## src/rtl/mdio_drv.sv

```systemverilog
// Clause-22 MDIO master: serialises one management op per request and returns read data and the PHY acknowledge.
// Optional build macro MDIO_PREAMBLE_SUPPRESS_EN drops the 32-bit preamble after the first completed op since reset.
module mdio_drv #(
    parameter logic [4:0] PHY_ADDR = 5'd1,
    parameter int         CLK_DIV  = 10
) (
    input  logic        clk,
    input  logic        rst_n,
    input  logic        op_exec,
    input  logic        op_rh_wl,
    input  logic [4:0]  op_addr,
    input  logic [15:0] op_wr_data,
    output logic        op_done,
    output logic        op_rd_ack,
    output logic [15:0] op_rd_data,
    output logic        mdc,
    output logic        mdio_o,
    output logic        mdio_oe,
    input  logic        mdio_i
);

    typedef enum logic [2:0] {
        S_IDLE,
        S_PRE,
        S_HDR,
        S_TA,
        S_DATA,
        S_DONE
    } state_t;

    localparam logic [7:0] DIV_LAST = 8'(CLK_DIV - 1);

    state_t      state_reg;
    logic [7:0]  div_cnt_reg;
    logic [4:0]  bit_cnt_reg;
    logic        is_read_reg;
    logic [31:0] tx_sh_reg;
    logic [15:0] rx_sh_reg;
    logic        ack_smp_reg;
    logic        mdc_reg;
    logic        mdio_o_reg;
    logic        mdio_oe_reg;
    logic        op_done_reg;
    logic        op_rd_ack_reg;
    logic [15:0] op_rd_data_reg;
    logic        skip_pre;

    // Everything after the preamble: ST, OP, PHYAD, REGAD, TA, DATA. Read TA/DATA slots are
    // filled with ones so the released line idles high.
    logic [31:0] frame_hdr;
    assign frame_hdr = {2'b01,
                        (op_rh_wl ? 2'b10 : 2'b01),
                        PHY_ADDR,
                        op_addr,
                        (op_rh_wl ? 2'b11 : 2'b10),
                        (op_rh_wl ? 16'hFFFF : op_wr_data)};

`ifdef MDIO_PREAMBLE_SUPPRESS_EN
    logic skip_pre_reg;
    assign skip_pre = skip_pre_reg;

    always_ff @(posedge clk) begin
        if (!rst_n) begin
            skip_pre_reg <= 1'b0;
        end else if (state_reg == S_DONE) begin
            skip_pre_reg <= 1'b1;
        end
    end
`else
    assign skip_pre = 1'b0;
`endif

    // Segment bookkeeping evaluated at the end of every bit period.
    logic [4:0]  seg_last;
    state_t      seg_after;
    logic        bit_last;
    state_t      state_next;
    logic [31:0] tx_sh_next;
    logic        mdio_o_next;
    logic        mdio_oe_next;

    always_comb begin
        seg_last  = 5'd0;
        seg_after = S_IDLE;
        case (state_reg)
            S_PRE:   begin seg_last = 5'd31; seg_after = S_HDR;  end
            S_HDR:   begin seg_last = 5'd13; seg_after = S_TA;   end
            S_TA:    begin seg_last = 5'd1;  seg_after = S_DATA; end
            S_DATA:  begin seg_last = 5'd15; seg_after = S_DONE; end
            default: begin seg_last = 5'd0;  seg_after = S_IDLE; end
        endcase
        bit_last     = (bit_cnt_reg == seg_last);
        state_next   = bit_last ? seg_after : state_reg;
        tx_sh_next   = (state_reg == S_PRE) ? tx_sh_reg : {tx_sh_reg[30:0], 1'b1};
        mdio_o_next  = (state_next == S_PRE) ? 1'b1 : tx_sh_next[31];
        mdio_oe_next = (state_next == S_PRE) || (state_next == S_HDR) || !is_read_reg;
    end

    always_ff @(posedge clk) begin
        if (!rst_n) begin
            state_reg      <= S_IDLE;
            div_cnt_reg    <= 8'd0;
            bit_cnt_reg    <= 5'd0;
            is_read_reg    <= 1'b0;
            tx_sh_reg      <= 32'h0;
            rx_sh_reg      <= 16'h0;
            ack_smp_reg    <= 1'b0;
            mdc_reg        <= 1'b0;
            mdio_o_reg     <= 1'b1;
            mdio_oe_reg    <= 1'b0;
            op_done_reg    <= 1'b0;
            op_rd_ack_reg  <= 1'b0;
            op_rd_data_reg <= 16'h0;
        end else begin
            case (state_reg)
                S_IDLE: begin
                    if (op_exec) begin
                        is_read_reg <= op_rh_wl;
                        tx_sh_reg   <= frame_hdr;
                        div_cnt_reg <= 8'd0;
                        bit_cnt_reg <= 5'd0;
                        mdc_reg     <= 1'b0;
                        mdio_oe_reg <= 1'b1;
                        if (skip_pre) begin
                            state_reg  <= S_HDR;
                            mdio_o_reg <= frame_hdr[31];
                        end else begin
                            state_reg  <= S_PRE;
                            mdio_o_reg <= 1'b1;
                        end
                    end
                end
                S_DONE: begin
                    op_done_reg <= 1'b0;
                    state_reg   <= S_IDLE;
                end
                default: begin
                    if (div_cnt_reg != DIV_LAST) begin
                        div_cnt_reg <= div_cnt_reg + 8'd1;
                    end else begin
                        div_cnt_reg <= 8'd0;
                        if (!mdc_reg) begin
                            // Rising MDC: the line is sampled here.
                            mdc_reg <= 1'b1;
                            if (state_reg == S_TA && bit_cnt_reg == 5'd1) begin
                                ack_smp_reg <= mdio_i;
                            end
                            if (state_reg == S_DATA) begin
                                rx_sh_reg <= {rx_sh_reg[14:0], mdio_i};
                            end
                        end else begin
                            // Falling MDC: the next bit is launched.
                            mdc_reg     <= 1'b0;
                            tx_sh_reg   <= tx_sh_next;
                            state_reg   <= state_next;
                            bit_cnt_reg <= bit_last ? 5'd0 : bit_cnt_reg + 5'd1;
                            if (state_next == S_DONE) begin
                                mdio_o_reg  <= 1'b1;
                                mdio_oe_reg <= 1'b0;
                                op_done_reg <= 1'b1;
                                if (is_read_reg) begin
                                    op_rd_ack_reg  <= ack_smp_reg;
                                    op_rd_data_reg <= rx_sh_reg;
                                end else begin
                                    op_rd_ack_reg  <= 1'b0;
                                end
                            end else begin
                                mdio_o_reg  <= mdio_o_next;
                                mdio_oe_reg <= mdio_oe_next;
                            end
                        end
                    end
                end
            endcase
        end
    end

    assign op_done    = op_done_reg;
    assign op_rd_ack  = op_rd_ack_reg;
    assign op_rd_data = op_rd_data_reg;
    assign mdc        = mdc_reg;
    assign mdio_o     = mdio_o_reg;
    assign mdio_oe    = mdio_oe_reg;

endmodule

```

## config.mk

```make
export PLATFORM = sky130hd
export DESIGN_NAME = mdio_drv
export DESIGN_NICKNAME = d
export VERILOG_FILES = /design/src/rtl/mdio_drv.sv
export SDC_FILE = /design/constraint.sdc
export NUM_CORES = 1
export LEC_CHECK = 0
export CAP_MARGIN = 25
export CELL_PAD_IN_SITES_DETAIL_PLACEMENT = 1
export CELL_PAD_IN_SITES_GLOBAL_PLACEMENT = 2
export CORE_ASPECT_RATIO = 0.8
export CORE_MARGIN = 1.5
export CORE_UTILIZATION = 33
export CTS_CLUSTER_SIZE = 10
export DETAILED_ROUTE_END_ITERATION = 12
export GPL_ROUTABILITY_DRIVEN = 0
export PLACE_DENSITY = 0.9
export SLEW_MARGIN = 0
export SYNTH_ARGS = -nofsm -noshare
export SYNTH_HDL_FRONTEND = slang
export SYNTH_SLANG_ARGS = --single-unit
export TNS_END_PERCENT = 1
```

## constraint.sdc

```tcl
create_clock -name clk -period 2.3 [get_ports clk]
set_input_delay 0.46 -clock clk [delete_from_list [all_inputs] [get_ports clk]]
set_output_delay 0.46 -clock clk [all_outputs]
set_load 0.005 [all_outputs]
```

==> metrics.md <==
| Metric | Value |
|---|---|
| Fraction of layout instances using a drive strength above 1 | 0.108 |
| Top cells by count, synth | dfxtp_1 (87), a21oi_1 (64), nand2_1 (62), nor2_1 (62), nor3_1 (27) |
| TritonRoute pass-1 iters | 5 |
| Synth area leader | dfxtp_1 |
| Final antenna diode count | 0 |
| Fillcell total | 1490 |
| Core area | 12400 sq um |
| Most frequent cell after synthesis | dfxtp_1 |
| CTS tree | yes |
| CTS Buffer Depth | 2 |
| Netlist cell types | 57 |
| Hold Violations, Final | 0 |
| HPWL Detailed | between 8000 and 9000 microns |
| Clock Sinks | 87 |
| H-tree Lvls | 3 |
| Crit path capture type | flop |
| # rows | 36 |
| Post-Syn Instances | 539 |
| Post-synth EDFFs | 0 |
| Status | finished clean |
| Placed Cells | 741 |
| Max-cap violations | 0 |
| Syn Nets | around 570 |
| Ys flop type | dfxtp_1 |
| Power Dens Cells | 642 nW/um^2 |
| Final ANT Viol Nets | 0 |
| Worst path slowest cell | or4_1 |
| Cell family with most CP delay | simple AND/OR/NAND/NOR gates |
| Register bit total from synthesis | 87 |
| Max reg flops | 32 |
| Reg2reg path depth | 6 |
| Setup Skew | 0.00626 ns |
| Worst Hold Path Cells | 2 |
| Fin crit share | 0.946 |
| Boundary Pins | 47 |
| Net count, final | 611 |
| Area Growth Syn to Fin | 26.0% |
| Largest net degree at the start of global routing | 46 |
| Tot GR Track Use | 0.191 |
| Number of remaining DRC errors | 0 |
| DR vias | 4097 |
| Port bufs | 46 |
| Post-Layout Inst Area | 5390 sq um |
| DIE HEIGHT | 105 microns |
| WP depth | 6 |
| DRT Wirelength | around 12000 microns |
| Reg clk slew, reported paths | 0.06 ns |
| Endpoints failing setup | 0 |
| Cell Area, Synth | 4280 sq um |
| Root Buffer | clkbuf_16 |
| Max VDD drop | 0.000366 V |
| Crit path kind | reg -> reg |
| Initial antenna violation count | 0 |
| Vias in the first global route | 4044 |
| Die X | 130 microns |
| Post-synth top area share | 0.407 |
| First-pass GRT wire length | 20600 microns |
| Critical-path cell list | buf_4 > nand2_1 > a2111oi_4 > nor3_4 > or4_1 > a21oi_1 |
| Worst Tran Pin Value | 0.723 ns |
| Fmax | 460 MHz |
| Avg Synthesized Cell Area | ~8 sq um |
| FFs w/ async S/R, synth | 0 |
| Cts bufs inserted | 9 |
| Die area | 13700 sq um |
| Largest stage delay on the critical path | 0.53 ns |
| P_leak | 0.00179 uW |
| Remaining global-route overflow | 0 |
| Clk Latency, worst-skew pair | between 0.3 and 0.4 ns |
| Post-synthesis sequential area ratio | 0.407 |
| Period minus WS final | 2.18 ns |
| Non-filler instance count after layout | 757 |
| Worst Path Arrival | ~2.5 ns |
| Crit path buf inv count | 1 |
| Via density | 5.41 |
| Yosys warns | 0 |
| Placement Cell Area | 5070 sq um |
| RSZ-0062 raised after global routing | no |
| Type of the tightest min-delay check | reg -> reg |
| Setup Buffers After CTS | 0 |
| Cts hold-fix bufs | 0 |
| Worst setup SP type | flop |
| Count of final max-slew check failures | 0 |
| Slew Limit Headroom | 0.517 |
| DR WL/cell | around 16 microns |
| Largest cells by area after synthesis | dfxtp_1 (41%), a21oi_1 (7.5%), nand2_1 (5.4%), nor2_1 (5.4%), a211oi_1 (4.2%) |
| Iteration-0 DRC Markers | 225 |
| Critical-path maximum fanout | 13 |
| CP Data Required Time | 2.58 ns |
| Starting density of the core | 0.345 |
## layout make-up
cell class	count	area (sq um)	area share
clock inverters	5	57.6	0.0107
well taps	171	214	0.0397
multi-input cells	395	2330	0.432
repair buffers	78	767	0.142
inverters	10	37.5	0.00697
clock buffers	11	243	0.0450
flip-flops and latches	87	1740	0.323
## layout by cell type, fill, tap and decap left out, types with 7 or more instances in the layout
cell,count
o31ai_1,17
nand3_1,16
clkbuf_16,9
nor2_1,62
dfxtp_1,86
nand2_1,62
nor3_1,27
nand4_1,18
a211oi_1,24
clkdlybuf4s50_1,46
buf_4,26
inv_1,8
or3_1,7
and3_1,7
a21oi_1,64
o21ai_0,14
## per-stage QoR
stage	worst slack (ns)	hold slack [ns]	utilization	TNS (ns)	total power [uW]
after floorplan	0.351	0.432	-	0	1850
after global placement	0.0900	0.440	0.409	0	2000
after detailed placement	-0.0342	0.450	0.409	-0.211	2010
after CTS	0.0424	0.460	0.434	0	3510
after global routing	0.00661	0.486	0.435	0	3620
final	0.125	0.457	0.435	0	3460
## worst register-to-register path, cell delays in order (launching register included)
cell and delay (ns):
dfxtp_1 0.47, buf_4 0.21, nand2_1 0.09, a2111oi_4 0.48
nor3_4 0.18, or4_1 0.53, a21oi_1 0.15
## kinds of logic after synthesis
logic type,Yosys count,synth area share
XOR/XNOR,7,0.0143
multiplexers,2,0.00468
adder cells (fa/ha/maj),4,0.0117
buffers and inverters,57,0.0573
flip-flops,87,0.407
AO/OA/AOI/OAI,154,0.239
AND/OR/NAND/NOR,228,0.266
## power by group
group / switching (uW) / internal (uW)
clock: 610 / 869
combinational: 208 / 181
sequential: 34.7 / 1560
## timing repair
action,CTS,global route
pin swaps,0,1
gates resized for setup,1,6
hold endpoints to repair,0,0
setup endpoints to repair,10,44
## worst paths after layout
check	from	endpoint	slack, ns
max	state_reg[1]$_SDFFE_PN0P_	op_rd_ack$_SDFFE_PN0P_	0.12
max reg2reg	state_reg[1]$_SDFFE_PN0P_	op_rd_ack$_SDFFE_PN0P_	0.12
min reg2reg	tx_sh_reg[27]$_SDFFE_PN0P_	tx_sh_reg[27]$_SDFFE_PN0P_	0.46
min	tx_sh_reg[27]$_SDFFE_PN0P_	tx_sh_reg[27]$_SDFFE_PN0P_	0.46
## per-layer routing
| metal | wire length, microns | vias to the layer above | share of wire | GRT usage |
|---|---|---|---|---|
| li1 | - | 2037 | - | - |
| met1 | 6090 | 1988 | 0.50 | 0.266 |
| met2 | 5520 | 57 | 0.45 | 0.291 |
| met3 | 394 | 15 | 0.032 | 0.0425 |
| met4 | 187 | 0 | 0.015 | 0.0643 |
| met5 | 0 | - | 0 | 0 |
No activity file was read; power rests on OpenSTA's default activity.
